[src/rtl/instr_prefetch_unit_pkg.sv]
// Shared defaults for the instruction-fetch front end.
package riscp_pkg;
    localparam int DEF_INSTR_W = 16;
    localparam int DEF_PC_W    = 16;
    localparam int DEF_IMEM_AW = 11;
    // Wide all-ones pattern; users truncate it to their instruction width.
    localparam logic [63:0] NOP_INSTR = 64'hFFFF_FFFF_FFFF_FFFF;
endpackage

[src/rtl/instr_prefetch_unit_fetch_fifo.sv]
// First-word-fall-through queue holding {pc, instruction} pairs.
// A flush empties it in one cycle.
module fetch_fifo #(
    parameter int WIDTH = 32,
    parameter int DEPTH = 4
) (
    input  logic                     clk,
    input  logic                     reset,
    input  logic                     flush,
    input  logic                     push,
    input  logic [WIDTH-1:0]         push_data,
    input  logic                     pop,
    output logic                     head_valid,
    output logic [WIDTH-1:0]         head_data,
    output logic [$clog2(DEPTH):0]   count
);
    localparam int PTR_W = $clog2(DEPTH);
    localparam int CNT_W = PTR_W + 1;
    localparam logic [CNT_W-1:0] FULL_CNT = CNT_W'(DEPTH);

    logic [WIDTH-1:0] mem_r [DEPTH];
    logic [PTR_W-1:0] wr_ptr_r;
    logic [PTR_W-1:0] rd_ptr_r;
    logic [CNT_W-1:0] count_r;
    logic             do_push_s;
    logic             do_pop_s;

    // Pop of an empty queue is dropped; a push into a full queue only lands alongside a pop.
    always_comb begin
        do_pop_s  = pop && (count_r != {CNT_W{1'b0}});
        do_push_s = push && ((count_r != FULL_CNT) || do_pop_s);
    end

    // Pointer and occupancy bookkeeping.
    always_ff @(posedge clk) begin
        if (reset || flush) begin
            wr_ptr_r <= {PTR_W{1'b0}};
            rd_ptr_r <= {PTR_W{1'b0}};
            count_r  <= {CNT_W{1'b0}};
        end else begin
            if (do_push_s) wr_ptr_r <= wr_ptr_r + PTR_W'(1'b1);
            if (do_pop_s)  rd_ptr_r <= rd_ptr_r + PTR_W'(1'b1);
            case ({do_push_s, do_pop_s})
                2'b10:   count_r <= count_r + CNT_W'(1'b1);
                2'b01:   count_r <= count_r - CNT_W'(1'b1);
                default: count_r <= count_r;
            endcase
        end
    end

    // Entry storage.
    always_ff @(posedge clk) begin
        if (do_push_s) mem_r[wr_ptr_r] <= push_data;
    end

    assign head_valid = (count_r != {CNT_W{1'b0}});
    assign head_data  = mem_r[rd_ptr_r];
    assign count      = count_r;
endmodule

[src/rtl/instr_prefetch_unit.sv]
// Instruction prefetcher: credit-based fetch issue, redirect handling and
// a small FWFT queue in front of decode.
module instr_prefetch_unit
    import riscp_pkg::*;
#(
    parameter int              INSTR_W  = DEF_INSTR_W,
    parameter int              PC_W     = DEF_PC_W,
    parameter int              IMEM_AW  = DEF_IMEM_AW,
    parameter int              DEPTH    = 4,
    parameter logic [PC_W-1:0] RESET_PC = {PC_W{1'b0}}
) (
    input  logic                     clk,
    input  logic                     reset,
    input  logic                     redirect_valid,
    input  logic [PC_W-1:0]          redirect_pc,
    output logic                     imem_rd_en,
    output logic [IMEM_AW-1:0]       imem_addr,
    input  logic [INSTR_W-1:0]       imem_rdata,
    output logic                     instr_valid,
    input  logic                     instr_ready,
    output logic [INSTR_W-1:0]       instr,
    output logic [PC_W-1:0]          instr_pc,
    output logic [$clog2(DEPTH):0]   queue_count
);
    localparam int CNT_W = $clog2(DEPTH) + 1;
    localparam logic [CNT_W:0]     CREDIT_LIMIT = (CNT_W + 1)'(DEPTH);
    localparam logic [INSTR_W-1:0] NOP = INSTR_W'(NOP_INSTR);

    logic [PC_W-1:0]         fpc_r;
    logic [PC_W-1:0]         ret_pc_r;
    logic                    inflight_r;
    logic                    ret_oob_r;
    logic                    pop_s;
    logic                    push_s;
    logic                    issue_s;
    logic                    oob_s;
    logic                    head_valid_s;
    logic [CNT_W-1:0]        count_s;
    logic [CNT_W:0]          used_s;
    logic [INSTR_W-1:0]      ret_instr_s;
    logic [PC_W+INSTR_W-1:0] push_data_s;
    logic [PC_W+INSTR_W-1:0] head_data_s;

    // Issue only when queued entries plus the pending return still leave a free slot.
    always_comb begin
        pop_s  = instr_valid && instr_ready;
        used_s = {1'b0, count_s} + {{CNT_W{1'b0}}, inflight_r} - {{CNT_W{1'b0}}, pop_s};
        oob_s  = (fpc_r[PC_W-1:IMEM_AW] != {(PC_W - IMEM_AW){1'b0}});
        issue_s    = !reset && !redirect_valid && (used_s < CREDIT_LIMIT);
        imem_rd_en = issue_s && !oob_s;
        if (imem_rd_en) begin
            imem_addr = fpc_r[IMEM_AW-1:0];
        end else begin
            imem_addr = {IMEM_AW{1'b0}};
        end
        if (ret_oob_r) begin
            ret_instr_s = NOP;
        end else begin
            ret_instr_s = imem_rdata;
        end
        push_s      = inflight_r && !redirect_valid;
        push_data_s = {ret_pc_r, ret_instr_s};
    end

    // Decode-facing view of the queue head; reads as empty while reset is held.
    always_comb begin
        if (reset || !head_valid_s) begin
            instr_valid = 1'b0;
            instr       = {INSTR_W{1'b0}};
            instr_pc    = {PC_W{1'b0}};
        end else begin
            instr_valid = 1'b1;
            instr       = head_data_s[INSTR_W-1:0];
            instr_pc    = head_data_s[PC_W+INSTR_W-1:INSTR_W];
        end
        if (reset) begin
            queue_count = {CNT_W{1'b0}};
        end else begin
            queue_count = count_s;
        end
    end

    // Fetch PC and the one-deep record of the fetch awaiting its memory return.
    always_ff @(posedge clk) begin
        if (reset) begin
            fpc_r      <= RESET_PC;
            inflight_r <= 1'b0;
            ret_pc_r   <= {PC_W{1'b0}};
            ret_oob_r  <= 1'b0;
        end else if (redirect_valid) begin
            fpc_r      <= redirect_pc;
            inflight_r <= 1'b0;
        end else begin
            inflight_r <= issue_s;
            if (issue_s) begin
                fpc_r     <= fpc_r + PC_W'(1'b1);
                ret_pc_r  <= fpc_r;
                ret_oob_r <= oob_s;
            end
        end
    end

    fetch_fifo #(
        .WIDTH (PC_W + INSTR_W),
        .DEPTH (DEPTH)
    ) u_fetch_fifo (
        .clk        (clk),
        .reset      (reset),
        .flush      (redirect_valid),
        .push       (push_s),
        .push_data  (push_data_s),
        .pop        (pop_s),
        .head_valid (head_valid_s),
        .head_data  (head_data_s),
        .count      (count_s)
    );
endmodule

[config.mk]
export PLATFORM = sky130hd
export DESIGN_NAME = instr_prefetch_unit
export DESIGN_NICKNAME = d
export VERILOG_FILES = /design/src/rtl/instr_prefetch_unit_pkg.sv /design/src/rtl/instr_prefetch_unit_fetch_fifo.sv /design/src/rtl/instr_prefetch_unit.sv
export SDC_FILE = /design/constraint.sdc
export NUM_CORES = 1
export LEC_CHECK = 0
export CAP_MARGIN = 20
export CORE_MARGIN = 2
export CORE_UTILIZATION = 50
export DETAILED_ROUTE_END_ITERATION = 8
export PLACE_DENSITY = 0.84
export REMOVE_ABC_BUFFERS = 1
export SLEW_MARGIN = 20
export SYNTH_ARGS = -nofsm -noshare
export SYNTH_HDL_FRONTEND = slang
export SYNTH_SLANG_ARGS = --single-unit
[constraint.sdc]
create_clock -name clk -period 2.7 [get_ports clk]
set_input_delay 0.27 -clock clk [delete_from_list [all_inputs] [get_ports clk]]
set_output_delay 0.27 -clock clk [all_outputs]
set_load 0.02 [all_outputs]
==> metrics.md <==
| Metric | Value |
|---|---|
| Clk_skew | just over 5 ps |
| Slew Limit Headroom | 57.2% |
| Post-synth EDFFs | 128 |
| P per Cell Area | 631 nW/um^2 |
| CP max FO | 7 |
| MaxCap Viol Count | 0 |
| Mean Syn Cell Area | around 14 um^2 |
| Seq cells post-synth | about 170 |
| Synthesized area | between 7000 and 8000 um^2 |
| Crit start category | register |
| Setup crit end kind | primary output |
| Violated checks | setup timing |
| Clock buffer depth | 2 |
| ANT cells | 0 |
| Drt pass-1 iters | 5 |
| Fmax | 0.327 GHz |
| Via count | approximately 4700 |
| Async SR Flop Fraction | 0% |
| Internal | about 4800 uW |
| Synth Flop Type | edfxtp_1 |
| Synth area leaders | edfxtp_1 54%, dfxtp_1 12%, mux4_2 10% |
| Tot GR Track Use | approximately 22% |
| Worst R2R Start | u_fetch_fifo.count[1]$_SDFFE_PP0P_ |
| Post-Syn Instances | between 400 and 500 |
| P_leak | 0.00347 uW |
| FP Rows | 43 |
| Hold Startpoint | redirect_pc[0] |
| Clock Sinks | approximately 170 |
| Fin crit period | between 3000 and 4000 ps |
| Hold Vio Cnt, Final | 0 |
| Worst path cell trace | nor3_4 -> nor3_4 -> ha_2 -> inv_2 -> ha_4 -> nand3b_1 -> a211o_4 -> or2_4 -> nor3_4 -> buf_6 -> and2_4 -> buf_6 |
| Gr ovfl total | 0 |
| Util after Layout | ~67% |
| Yosys top cell area share | 53.8% |
| Max Transition Viols Final | 0 |
| Critical path launch point | u_fetch_fifo.count[1]$_SDFFE_PP0P_ |
| Cts hold-fix bufs | 0 |
| Clock share of power | a little under half |
| Dpl cells | 764 |
| First-pass GRT wire length | between 20 and 25 mm |
| Die Ht | approximately 120 um |
| Peak VDD IR | approximately 0.64 mV |
| Area leader, netlist | edfxtp_1 |
| Seq pwr share | between 40 and 50% |
| Reg clk slew, reported paths | about 60 ps |
| Cts bufs inserted | 17 |
| Slowest cell on the critical path | dfxtp_2 |
| Max stage delay on crit path | 360 ps |
| Crit Path Class | reg -> out |
| Status | finished with violations |
| Clock Latency Late Sink | approximately 430 ps |
| Register area share after synthesis | 65.9% |
| Drt drc | 0 |
| RSZ-0062 raised after global routing | yes |
| Synth-to-layout area growth | 31.3% |
| Most frequent cells in the layout | 128 x edfxtp_1, 56 x clkdlybuf4s50_1, 43 x nand2_1, 39 x and2_1, 39 x dfxtp_1 |
| HP Class | in -> reg |
| Number of global-route vias before repair | 4684 |
| Routed Antenna Nets | 0 |
| Logic pwr share | 5.6% |
| TritonCTS clock tree | built |
| Worst-Margin Slew | between 600 and 700 ps |
| Iter 0 DRT Violations | approximately 430 |
| Core outline area | approximately 14000 um^2 |
| H-tree depth | 4 |
| Layout cells sized above 1 | a little over a quarter |
| Fin nets | around 660 |
| Net Sw Frac | 19.6% |
| Drt total wl | around 16 mm |
| Switching power | 1160 uW |
| Final setup viols | 12 |
| Critical path's most frequent cell | nor3_4 |
| Final GP Congestion | approximately 0.88 |
| Drt wl/cell | between 20 and 25 um |
| Crit path arrival time | ~2800 ps |
| Setup ws final | -360 ps |
| Clock Tree Root | clkbuf_16 |
| DR vias/cell | between 5 and 6 |
| Detailed-placement wirelength estimate | 9.30 mm |
| Initial antenna violation count | 0 |
| Worst slack at placement | -1110 ps |
| Buffers on Ports | slightly above 80 |
| Req. time, crit path | approximately 2400 ps |
| Final Instance Count excl. Fillers | between 800 and 900 |
| Die area | around 15000 um^2 |
| Yosys cell types | 48 |
| Synth warn | 0 |
| Crit share post-route | 113% |
| Largest net degree at the start of global routing | between 40 and 50 |
| Fillcell total | ~900 |
| Die Width | about 120 um |
| Commonest non-fill, non-tap cell in the layout | edfxtp_1 |
| I/O Pins | 84 |
| Initial Util | between 50% and 60% |
[power by group through the flow]
stage                     Clock, uW  Sequential [uW]  Combinational [uW]
after floorplan                   0             2950                 139
after global placement            0             2960                 280
after detailed placement          0             2970                 290
after CTS                      2690             2910                 307
after global routing           2790             2920                 356
final                          2670             2920                 332
[synth_stat cells (all sizes together), types with 2 or more instances]
| cell type | number |
|---|---|
| buf | 11 |
| and3 | 2 |
| nand3 | 11 |
| or3 | 4 |
| and2 | 47 |
| o21ai | 4 |
| a211oi | 6 |
| edfxtp | 128 |
| a21oi | 22 |
| ha | 8 |
| nor3 | 10 |
| clkbuf | 16 |
| xnor2 | 9 |
| nand2 | 43 |
| nor2 | 22 |
| nand2b | 4 |
| nor4 | 4 |
| a32oi | 6 |
| nor2b | 3 |
| dfxtp | 43 |
| or2 | 18 |
| mux4 | 32 |
| and4 | 4 |
| o31ai | 4 |
| inv | 10 |
| a31oi | 8 |
[worst max-delay path, delay by kind of cell, from the launching register on]
family / cells / cell delay [ps]
compound gates: 1 / 340
fa+ha+maj: 2 / 450
buf+inv: 3 / 340
flops: 1 / 360
simple gates: 6 / 880
[flip-flops by register name (all words and copies together), names as in the netlist, named ones only]
signal	count
u_fetch_fifo.wr_ptr_r	2
ret_pc_r	16
u_fetch_fifo.rd_ptr_r	2
ret_oob_r	1
u_fetch_fifo.count	3
inflight_r	1
fpc_r	16
u_fetch_fifo.mem_r	128
[metal layers]
metal	part of all wire (%)	track usage, %	routed length, um	vias up
met2	52	37.9	8430	238
met1	38	26.9	6220	2295
met3	7.2	4.89	1170	40
li1	-	-	-	2090
met4	3.0	10.4	489	0
met5	0	0	0	-
[through the flow]
step                TNS, ps  hold slack, ps  power, uW  area [um^2]
floorplan            -11480             339       3090         7000
global placement     -25990             467       3240         8410
detailed placement   -27190             484       3260         8410
CTS                   -4090             418       5910         9180
global route          -6010             433       6070         9380
finish                -3720             422       5920         9380
[logic make-up (layout without fill, tap and decap cells)]
logic type / count (synthesis) / after routing / synth area share (%)
and+or+nand+nor: 176 / 176 / 13.1
buffers and inverters: 37 / 166 / 2.42
muxes: 33 / 33 / 10.3
AOI/OAI and AO/OA: 58 / 58 / 5.43
DFF: 171 / 171 / 65.9
xor gates and xnor gates: 10 / 10 / 1.23
adders and majority gates: 9 / 9 / 1.68
[timing repair]
| action | CTS | global route |
|---|---|---|
| gates resized for setup | 84 | 46 |
| pin swaps | 4 | 5 |
| cloned | 1 | 2 |
| setup buffers | 3 | 1 |
| endpoints found under the setup margin | 43 | 54 |
[area by class of cell]
cell class	instances	area (um^2)	area share, %
Inverter	10	42.5	0.454
Tap cell	180	225	2.40
Sequential cell	171	4710	50.3
Timing Repair Buffer	124	1370	14.6
Clock inverter	14	224	2.39
Multi-Input combinational cell	286	2370	25.3
Clock buffer	18	429	4.58
[final timing paths]
kind / endpoint / slack, ps / cells after the start
hold / removal: fpc_r[0]$_SDFFE_PP0P_ / 420 / 3
setup / recovery: imem_addr[7] / -360 / 12
hold reg to reg: ret_pc_r[13]$_SDFFE_PP0P_ / 500 / 2
setup reg to reg: fpc_r[10]$_SDFFE_PP0P_ / 10 / 14
(Power assumes the default switching activity.)
